### config.mk
export PLATFORM = sky130hd
export DESIGN_NAME = i2s_playback_sequencer
export DESIGN_NICKNAME = d
export VERILOG_FILES = /design/src/rtl/i2s_playback_sequencer.sv
export SDC_FILE = /design/constraint.sdc
export NUM_CORES = 1
export LEC_CHECK = 0
export BUFFER_PORTS_ARGS = -buffer_cell sky130_fd_sc_hd__buf_2
export CAP_MARGIN = 20
export CORE_ASPECT_RATIO = 1.5
export CORE_MARGIN = 2
export CORE_UTILIZATION = 60
export DETAILED_ROUTE_END_ITERATION = 10
export HOLD_SLACK_MARGIN = 0.02
export PLACE_DENSITY = 0.87
export RECOVER_POWER = 100
export SETUP_SLACK_MARGIN = 0.4
export SYNTH_ARGS = -nofsm -noshare
export SYNTH_HDL_FRONTEND = slang
export SYNTH_SLANG_ARGS = --single-unit
### constraint.sdc
create_clock -name clk -period 7.88 [get_ports clk]
set_clock_uncertainty 0.1 [all_clocks]
set_input_delay 0.394 -clock clk [delete_from_list [all_inputs] [get_ports clk]]
set_output_delay 0.394 -clock clk [all_outputs]
set_load 0.02 [all_outputs]
### src/rtl/i2s_playback_sequencer.sv
// Playback sequencer for the Pi-filled sample buffer: tracks the fill level, paces one pop per
// sample period, and drives the refill interrupt, mute, underrun and overflow status.
module i2s_playback_sequencer #(
    parameter int DEPTH      = 64,
    parameter int LEVEL_W    = 7,
    parameter int SAMPLE_DIV = 1024,
    parameter int PREFILL    = 32,
    parameter int LOW_WM     = 16,
    parameter int HIGH_WM    = 48
) (
    input  logic               clk,
    input  logic               rst_n,
    input  logic               enable,
    input  logic               wr_word,
    output logic               sample_pop,
    output logic               rpi_interrupt,
    output logic               mute,
    output logic [LEVEL_W-1:0] fill_level,
    output logic               overflow,
    output logic [7:0]         underrun_cnt,
    output logic [1:0]         state_dbg
);

    localparam int DIV_W = $clog2(SAMPLE_DIV);

    localparam logic [DIV_W-1:0]   C_DIV_MAX = DIV_W'(SAMPLE_DIV - 1);
    localparam logic [LEVEL_W-1:0] C_DEPTH   = LEVEL_W'(DEPTH);
    localparam logic [LEVEL_W-1:0] C_PREFILL = LEVEL_W'(PREFILL);
    localparam logic [LEVEL_W-1:0] C_LOW_WM  = LEVEL_W'(LOW_WM);
    localparam logic [LEVEL_W-1:0] C_HIGH_WM = LEVEL_W'(HIGH_WM);

    localparam logic [1:0] S_IDLE     = 2'd0;
    localparam logic [1:0] S_PREFILL  = 2'd1;
    localparam logic [1:0] S_PLAY     = 2'd2;
    localparam logic [1:0] S_UNDERRUN = 2'd3;

    logic [1:0]         r_state;
    logic [1:0]         w_next;
    logic [DIV_W-1:0]   r_div;
    logic [LEVEL_W-1:0] r_level;
    logic [7:0]         r_ucnt;
    logic               r_pop;
    logic               r_irq;
    logic               r_mute;
    logic               r_ovf;
    logic               w_tick;
    logic               w_pop;
    logic               w_enter_play;

    function automatic logic [7:0] sat_inc8(input logic [7:0] v);
        return (v == 8'hFF) ? v : v + 8'd1;
    endfunction

    always_comb begin
        w_tick       = ((r_state == S_PLAY) || (r_state == S_UNDERRUN)) && (r_div == C_DIV_MAX);
        // A pop decided in a PLAY tick completes even if enable drops in the same cycle.
        w_pop        = (r_state == S_PLAY) && w_tick && (r_level != '0);
        w_next       = r_state;
        if (!enable) begin
            w_next = S_IDLE;
        end else begin
            case (r_state)
                S_IDLE:                w_next = S_PREFILL;
                S_PREFILL, S_UNDERRUN: if (r_level >= C_PREFILL) w_next = S_PLAY;
                S_PLAY:                if (w_tick && (r_level == '0)) w_next = S_UNDERRUN;
                default:               w_next = S_IDLE;
            endcase
        end
        w_enter_play = (w_next == S_PLAY) && (r_state != S_PLAY);
    end

    always_ff @(posedge clk or negedge rst_n) begin
        if (!rst_n) begin
            r_state <= S_IDLE;
            r_div   <= '0;
            r_level <= '0;
            r_ucnt  <= '0;
            r_pop   <= 1'b0;
            r_irq   <= 1'b0;
            r_mute  <= 1'b1;
            r_ovf   <= 1'b0;
        end else begin
            r_state <= w_next;
            r_pop   <= w_pop;
            r_mute  <= (w_next != S_PLAY);

            if (w_enter_play || !((w_next == S_PLAY) || (w_next == S_UNDERRUN)) || w_tick)
                r_div <= '0;
            else
                r_div <= r_div + 1'b1;

            // Simultaneous write and pop cancel out, so a full buffer never overflows then.
            case ({wr_word, w_pop})
                2'b10:   if (r_level != C_DEPTH) r_level <= r_level + 1'b1;
                2'b01:   r_level <= r_level - 1'b1;
                default: r_level <= r_level;
            endcase

            if ((r_state == S_IDLE) && (w_next == S_PREFILL))
                r_ovf <= 1'b0;
            else if (wr_word && !w_pop && (r_level == C_DEPTH))
                r_ovf <= 1'b1;

            if ((r_state == S_PLAY) && (w_next == S_UNDERRUN))
                r_ucnt <= sat_inc8(r_ucnt);

            // Watermark hysteresis only applies while already playing.
            case (w_next)
                S_IDLE:  r_irq <= 1'b0;
                S_PLAY: begin
                    if (w_enter_play)             r_irq <= 1'b1;
                    else if (r_level <= C_LOW_WM)  r_irq <= 1'b1;
                    else if (r_level >= C_HIGH_WM) r_irq <= 1'b0;
                end
                default: r_irq <= 1'b1;
            endcase
        end
    end

    assign sample_pop    = r_pop;
    assign rpi_interrupt = r_irq;
    assign mute          = r_mute;
    assign fill_level    = r_level;
    assign overflow      = r_ovf;
    assign underrun_cnt  = r_ucnt;
    assign state_dbg     = r_state;

endmodule

# Yosys cells after proc, flatten, opt, wreduce, memory -nomap -nowiden
# Cells that the tools add are included.
# W data, S select, Z words.
totals:
  word_cells: 69
  regBits: 31
  out_inout_bits: 21
classes:
  muxes: 13
  n_reduce_logical: 24
  n_eq_ne: 16
  add_sub_neg: 4
  order_cmp: 3
  bitwise_logic: 1
op_table:
  columns: ["op", "count"]
  rows:
  - ["$ge A7 B6 Y1 const B", 2]
  - ["$pmux W7 S2", 1]
  - ["$add A10 B1 Y10 const B", 1]
  - ["$eq A10 B10 Y1 const B", 1]
  - ["$eq A2 B2 Y1 const B", 5]
  - ["$mux W10", 1]
  - ["$logic_and A1 B1 Y1", 9]
  - ["$add A8 B1 Y8 const B", 1]
  - ["$eq A8 B8 Y1 const B", 1]
  - ["$add A7 B1 Y7 const B", 1]
  - ["$eq A7 B7 Y1 const B", 1]
  - ["$le A7 B5 Y1 const B", 1]
  - ["$logic_not A7 Y1", 1]
  - ["$mux W7", 1]
  - ["$ne A7 B7 Y1 const B", 1]
  - ["$reduce_bool A7 Y1", 1]
  - ["$sub A7 B1 Y7 const B", 1]
  - ["$eq A2 B1 Y1 const B", 3]
  - ["$mux W2", 3]
  - ["$ne A2 B2 Y1 const B", 3]
  - ["$pmux W2 S3", 1]
  - ["$mux W1", 5]
  - ["$logic_not A2 Y1", 2]
  - ["$logic_or A1 B1 Y1", 4]
  - ["7 further kinds", 10]

# Logic depth before layout (Yosys ltp)
# Gate-level depths: netlist of run 1.
logic_depth:
  word_depth: 13
  ltp_mapped: 12
  mapped_depth_nobuf: 11

# Least setup slack after synthesis of run 1
# No wires, ideal clock.
synth_timing:
  path_type: "reg2reg"
  startpoint: "reg r_state[0] (netlist: state_dbg[0])"
  endpoint: "reg r_level[6] (netlist: fill_level[6])"
  setup_ns: 0.116
  path_stages_with_launch: 12
  setup_slack_ns: 4.479
  required_ns: 7.664
  arrival_ns: 3.185
  cell_sequence: "dfrtp_1 -> nand2b_1 -> or4_1 -> buf_2 -> or3_1 -> inv_1 -> ha_1 -> nor2b_1 -> o31ai_1 -> a21oi_1 -> and3_1 -> o311ai_0"
synth_via:
  elab_chain_cells: 8
  elab_cells_between_ends: 12
  classes_between: "eq/ne (5); mux (1); reduce/logical (6)"
synth_rtl:
  columns: ["item", "line", "source"]
  rows:
  - ["start: declaration", "37", "logic [1:0] r_state;"]
  - ["start signal: assignment", "83", "r_state <= w_next;"]
  - ["$eq A2 B2 Y1 (on tied branches)", "55, 57", null]
  - ["$logic_or A1 B1 Y1", "55", "w_tick = ((r_state == S_PLAY) || (r_state == S_UNDERRUN)) && (r_div == C_DIV_MAX);"]
  - ["$logic_and A1 B1 Y1", "55", null]
  - ["$logic_and A1 B1 Y1 * (2 in a row)", "57", "w_pop = (r_state == S_PLAY) && w_tick && (r_level != '0);"]
  - ["$eq A2 B2 Y1 or $eq A2 B1 Y1 (tied branches)", "93", "case ({wr_word, w_pop})"]
  - ["$ne A2 B2 Y1 (no source line) or $reduce_bool A2 Y1 (tied branches)", null, null]
  - ["$reduce_and A2 Y1 (no source line)", null, null]
  - ["end signal: assignment", "94", "2'b10: if (r_level != C_DEPTH) r_level <= r_level + 1'b1;"]
  - ["end signal: assignment", "95", "2'b01: r_level <= r_level - 1'b1;"]
  - ["end signal: assignment", "96", "default: r_level <= r_level;"]
  - ["end: declaration", "40", "logic [LEVEL_W-1:0] r_level;"]
# Every way passes the cells marked *; elsewhere a longest branch is shown, timed or not.
# A chain may end at the register's enable or synchronous reset.

# Final worst setup path of run 1
layout_timing:
  startpoint: "reg r_div[0]"
  endpoint: "reg r_level[6] (netlist: fill_level[6])"
layout_via:
  elab_chain_cells: 7
  elab_cells_between_ends: 10
  classes_between: "eq/ne (4); mux (1); reduce/logical (5)"
layout_rtl:
  columns: ["item", "line", "source"]
  rows:
  - ["start: declaration", "39", "logic [DIV_W-1:0] r_div;"]
  - ["start signal: assignment", "90", "r_div <= r_div + 1'b1;"]
  - ["$eq A10 B10 Y1 *", "55", null]
  - ["$logic_and A1 B1 Y1 *", "55", null]
  - ["$logic_and A1 B1 Y1 * (2 in a row)", "57", null]
  - ["$eq A2 B2 Y1 or $eq A2 B1 Y1 (tied branches)", "93", null]
  - ["$ne A2 B2 Y1 (no source line) or $reduce_bool A2 Y1 (tied branches)", null, null]
  - ["$reduce_and A2 Y1 (no source line)", null, null]
# Marks and branches as above.

==> out/results.txt, run 1 <==
Antenna Nets Post-Route = 0
Final Max Slew Viols = 32
drt initial violations = 36
Reg area = 777.0 µm²
number of global-route vias before repair = 1370
endpoints failing setup = 0
IO Count = 25
CP Max Fanout = 7
Data arrival, critical path = 3.69 ns
Pre-Repair DR Iteration Count = 4
required time worst endpoint = 7.96 ns
DIE HEIGHT = 69.18 µm
WL met1 = 1.317 mm
Synth area leaders = dfrtp_1 44%, xnor2_1 6.7%, ha_1 5.2%
worst r2r path cells = 11
power density over the cells = 271.3 nW/µm²
leading cell types by count after synthesis = 30 x dfrtp_1, 19 x nor2_1, 13 x xnor2_1
Critical Path Max Stage Delay = 0.57 ns
Multi-input gate area = 844.6 µm²
type of origin of the critical path = register
H-tree depth = 2
Post-Route WL = 3.458 mm
outcome = complete, but fails checks
placed cell area = 1846 µm²
post-synth top area cell = dfrtp_1
RSZ-0062 raised after global routing = no
Synth Flop Type = dfrtp_1
Final Hold Fails = 0
Finished Cell Area = 1878 µm²
crit-path cells = ha_1 > nand4_1 > or4_1 > or3_1 > inv_1 > ha_1 > nor2b_1 > o31ai_1 > a21oi_1 > and3_1 > o311ai_0
Reg2Reg Capture Point = fill_level[6]
CTS sink count = 31
LEAKAGE = 0.8213 nW
Hold Crit Class = in -> reg
Max Cap Viol = 1
post-synth top area share = 0.4418
post-layout minimum cycle time = 3.615 ns
HP Start = enable
Detail Placement HPWL = 2.663 mm
gpl congestion = 0.7871
Peak Freq = 276.7 MHz
Synth Area per Inst = 10.11 µm²
Mapped Nets = 180
first-pass GRT wire length = 5.954 mm
cell mode on critical path = ha_1
synthesized area = 1699 µm²
CP max-delay cell = or4_1
Cell variety after synth = 42
clock root cell = clkbuf_8
Final period util = 0.4587
number of synthesized flops with an enable pin = 0
relative max-transition margin = -0.07579
failing checks = max-capacitance violations, max-slew violations
# rows = 23
Setup Fix Bufs, Post-CTS = 0
maximum VDD drop = 0.1821 mV
CTS Buf Count = 5
DR WL met2 = 1.974 mm
die area = 3282 µm²
Syn-to-layout area delta = 10.53%
most numerous cell in the Yosys netlist = dfrtp_1
grt total ovfl = 0
share of cells above drive strength 1 = 0.07179
met3 wire len = 92 µm
Syn Inst Count = 168
initial antenna violation count = 0
Worst setup endpoint = fill_level[6]
port buffer count = 24
Synthesis Warnings = 0
Worst R2R Setup Slack = 4.27 ns
detailed-route DRC error count = 0
Max Root-Sink Buffers = 2
Clk Latency, worst-skew pair = 0.29 ns
Total Nets Final = 206
Overall Global Routing Usage = 0.2511
Seq/Total Area, Yosys = 0.4573
fill cell count = 233
pin count of the biggest net entering global routing = 32
CP Capture Type = register
Slew @ Worst Pin = 1.614 ns
FF-to-FF Start = r_div[0]
Async S/R FF share, synth = 1.000
CTS resizes = 0
hold_buf cts = 0
crit path from = r_div[0]
Max Used Layer = met4
CTS tree = built
diodes inserted = 0
die width = 47.45 µm
Initial Util = 0.6349
CP Class = reg -> reg
Routed WL per cell = 14.91 µm
DR vias = 1310
Synth Register Bits = 31
core area = 2676 µm²
Sum Neg Setup Slack = 0 ns
Worst-path clk slew = 0.06 ns
vias per cell = 5.647
cells in the final DEF, fill, tap and decap left out, types with 3 or more instances in the layout:
| master | synthesis | layout |
|---|---|---|
| nand4_1 | 8 | 8 |
| nor2_1 | 19 | 19 |
| inv_1 | 10 | 10 |
| and3_1 | 4 | 4 |
| a21boi_0 | 3 | 3 |
| clkbuf_8 | 0 | 5 |
| ha_1 | 7 | 7 |
| clkbuf_1 | 4 | 25 |
| nand2_1 | 10 | 10 |
| xnor2_1 | 13 | 13 |
| nor4_1 | 2 | 3 |
| xor2_1 | 6 | 6 |
| nand3_1 | 9 | 9 |
| o21ai_0 | 3 | 3 |
| mux2_2 | 5 | 5 |
| dfrtp_1 | 30 | 30 |
| a21oi_1 | 4 | 4 |
metrics by stage:
step                      hold WS [ns]  utilization  worst slack, ns  instances  power (W)
final                           0.2428       0.7017            4.265        232  0.0005095
after global routing            0.2608       0.7017            3.924        232  0.0005460
after CTS                      0.06556       0.7195            4.208        232  0.0005221
after detailed placement        0.3700       0.6896            4.217        224  0.0004037
after global placement          0.3596       0.6896            4.370        224  0.0003931
after floorplan              -0.001591            -            4.479        168  0.0003449
area by class of cell:
type / instances / area share
inverters: 10 / 0.01999
clock buffers: 8 / 0.04264
well taps: 37 / 0.02465
flip-flops and latches: 31 / 0.4137
repair buffers: 24 / 0.04930
multi-input cells: 122 / 0.4497
kinds of logic (layout without fill, tap and decap cells):
| group | Yosys count | count (layout) | share of synthesized area |
|---|---|---|---|
| compound gates | 24 | 24 | 0.1097 |
| xor+xnor | 19 | 19 | 0.09794 |
| fa+ha+maj | 8 | 8 | 0.06333 |
| buf+inv | 15 | 42 | 0.03387 |
| flops | 31 | 31 | 0.4573 |
| mux | 6 | 6 | 0.03903 |
| simple gates | 65 | 65 | 0.1988 |
power by group:
part           switching (W)  internal, W
clock network      0.0000553    0.0000626
registers          0.0000331     0.000185
logic               0.000106    0.0000674
registers in the layout (all words and copies together), names as in the netlist:
| name | count |
|---|---|
| state_dbg | 2 |
| fill_level | 7 |
| rpi_interrupt | 1 |
| r_div | 10 |
| sample_pop | 1 |
| mute | 1 |
| underrun_cnt | 8 |
| overflow | 1 |
worst max-delay path: cells and delay by family (launching register included):
family          cells  cell delay, ns
compound gates      3            0.82
fa+ha+maj           2            0.51
buf+inv             1            0.17
flops               1            0.38
simple gates        5            1.54
how the worst min path moves through the flow:
stage	end	slack, ns	depth (start not counted)
2_1_floorplan	fill_level[0]	-0.002	0
3_3_place_gp	fill_level[2]	0.36	1
3_5_place_dp	fill_level[0]	0.37	1
4_1_cts	fill_level[0]	0.07	1
5_1_grt	overflow	0.26	2
6_report	overflow	0.24	2
routing by layer:
metal / global-route usage / vias to the layer above
met5: 0 / -
met4: 0.1173 / 0
met3: 0.06510 / 9
met2: 0.4264 / 18
met1: 0.2697 / 644
li1: - / 639
Note: power is estimated with default switching activity, not from simulation.
==> inputs of run 2 (changes only) <==
CORE_UTILIZATION = 56   (was 60)
PLACE_DENSITY = 0.82   (was 0.87)
clock period = 3.63 ns   (was 7.88 ns; I/O delays follow)
==> out/results.txt, run 2 (same netlist as run 1, synthesis figures left out) <==
outcome = complete, but fails checks
failing checks = max-capacitance violations, max-slew violations
Max Used Layer = met4
post-layout minimum cycle time = 3.112 ns (-0.5023 ns)
Max Root-Sink Buffers = 2 (unchanged)
DR vias = 1385 (+5.7%)
sw power = 0.0004472 W (+130%)
LEAKAGE = 0.8520 nW (+3.7%)
relative max-transition margin = -0.08186 (-0.006065)
diodes inserted = 0 (unchanged)
Clk Latency, worst-skew pair = 0.28 ns (about the same)
Final period util = 0.8574 (+0.3987)
power density over the cells = 579.6 nW/µm² (+110%)
port buffer count = 24 (unchanged)
Internal = 0.0007058 W (+120%)
CP Max Fanout = 6 (-1)
Max Cap Viol = 1 (unchanged)
Peak Freq = 321.3 MHz (+16%)
WL met1 = 1.428 mm (+8.4%)
RSZ-0062 raised after global routing = no
endpoints failing setup = 0 (unchanged)
post-layout power = 0.001153 W (+130%)
clock root cell = clkbuf_8
gpl congestion = 0.8562 (+8.8%)
DR WL met2 = 2.106 mm (+6.7%)
most common cell after layout, fill and taps aside = dfrtp_1
HP Start = enable
die width = 48.98 µm (+3.2%)
worst r2r path cells = 10 (-1)
FF-to-FF Start = state_dbg[0]
Worst R2R Setup Slack = 0.52 ns (-3.75 ns)
H-tree depth = 2 (unchanged)
DIE HEIGHT = 71.47 µm (+3.3%)
# rows = 24 (+4.3%)
Routed WL per cell = 15.68 µm (+5.2%)
register with the most flip-flops = r_div
grt total ovfl = 0 (unchanged)
Reg2Reg Capture Point = fill_level[6]
CP Class = reg -> reg
Hold Crit Class = in -> reg
pin count of the biggest net entering global routing = 32 (unchanged)
Logic pwr share = 0.361 (+0.021)
Slew @ Worst Pin = 1.623 ns (+0.009097 ns)
Clock power frac = 0.222 (-0.009)
vias per cell = 5.747 (+1.8%)
initial antenna violation count = 0 (unchanged)
Detail Placement HPWL = 2.706 mm (+1.6%)
met3 wire len = 125 µm (+36%)
required time worst endpoint = 3.68 ns (-4.28 ns)
Pre-Repair DR Iteration Count = 4 (unchanged)
CTS Buf Count = 5 (unchanged)
Initial Util = 0.5833 (-0.05154)
placed cells = 228 (+1.8%)
type of origin of the critical path = register
final hold slack = 0.05855 ns (-0.1843 ns)
drt initial violations = 39 (+8.3%)
die area = 3500 µm² (+6.6%)
first-pass GRT wire length = 6.361 mm (+6.8%)
CP Capture Type = register
Data arrival, critical path = 3.16 ns (-0.53 ns)
CTS sink count = 31 (unchanged)
IO Count = 25 (unchanged)
number of flip-flops in the largest register = 10 (unchanged)
Syn-to-layout area delta = 17.08%
Post-Route WL = 3.780 mm (+9.3%)
share of cells above drive strength 1 = 0.1436 (+0.07177)
Total Nets Final = 213 (+3.4%)
Sum Neg Setup Slack = 0 ns (unchanged)
Final Max Slew Viols = 32 (unchanged)
Final Hold Fails = 0 (unchanged)
Worst-path clk slew = 0.06 ns (about the same)
maximum VDD drop = 0.3736 mV (+110%)
Sw Ratio = 0.3878 (+0.006309)
core area = 2913 µm² (+8.8%)
CTS tree = built
Antenna Nets Post-Route = 0 (unchanged)
commonest cells after routing, fill and taps aside = 28 x dfrtp_1, 25 x clkbuf_1, 19 x nor2_1
Worst Hold End = overflow
number of global-route vias before repair = 1421 (+3.7%)
Flop pwr share = 0.417 (-0.011)
Non-Filler Instances = 241 (+3.9%)
detailed-route DRC error count = 0 (unchanged)
Hold Path Depth = 2 (unchanged)
Overall Global Routing Usage = 0.2397 (-0.01143)
[run 2: per-stage QoR]
step / setup WS [ns] / utilization / area [µm²]
2_1_floorplan: 0.4082 / - / 1719
3_3_place_gp: 0.4822 / 0.6465 / 1883
3_5_place_dp: 0.2688 / 0.6465 / 1883
4_1_cts: 0.4325 / 0.6804 / 1982
5_1_grt: 0.3114 / 0.6830 / 1989
6_report: 0.5176 / 0.6830 / 1989
[run 2: cell type report]
| class | instances | area, µm² |
|---|---|---|
| clock buffer | 7 | 76.32 |
| clock inverter | 1 | 5.005 |
| fill | 248 | 923.4 |
| inverter | 10 | 40.04 |
| multi-input combinational | 122 | 898.4 |
| sequential | 31 | 779.5 |
| tap | 39 | 48.80 |
| timing repair buffer | 31 | 141.4 |
[run 2: worst max-delay path, cell delays in order (launching register included)]
cell and delay (ns):
dfrtp_2 0.44, nand2b_4 0.16, or4_1 0.51, or3_1 0.40, fa_1 0.45, nor2b_2 0.18, o31ai_2 0.09, buf_4 0.16
a21o_1 0.15, a31oi_1 0.22, o311ai_2 0.13
[run 2: power by group through the flow]
stage | combinational [W] | sequential, W | clock [W]
after global routing | 0.000456 | 0.000492 | 0.000278
after floorplan | 0.000234 | 0.000525 | 0
after global placement | 0.000386 | 0.000481 | 0
final | 0.000416 | 0.000481 | 0.000256
after CTS | 0.000410 | 0.000478 | 0.000261
after detailed placement | 0.000403 | 0.000484 | 0
[run 2: how the worst max path moves through the flow]
stage | from | end | slack [ns]
2_1_floorplan | state_dbg[0] | fill_level[6] | 0.41
3_3_place_gp | r_div[0] | fill_level[6] | 0.48
3_5_place_dp | r_div[0] | fill_level[6] | 0.27
4_1_cts | r_div[0] | fill_level[6] | 0.43
5_1_grt | r_div[0] | fill_level[6] | 0.31
6_report | state_dbg[0] | fill_level[6] | 0.52
[run 2: repair_timing]
item                                   4_1_cts  5_1_grt
setup buffers                                1        3
hold buffers                                 1        0
gates resized for setup                      1       12
pin swaps                                    1        3
setup endpoints to repair                    1        1
cloned                                       0        0
endpoints found under the hold margin       30        0
[run 2: per-layer routing]
metal / up-vias / global-route usage
li1: 658 / -
met2: 26 / 0.4475
met1: 689 / 0.2521
met4: 0 / 0.1079
met5: - / 0
met3: 12 / 0.05625
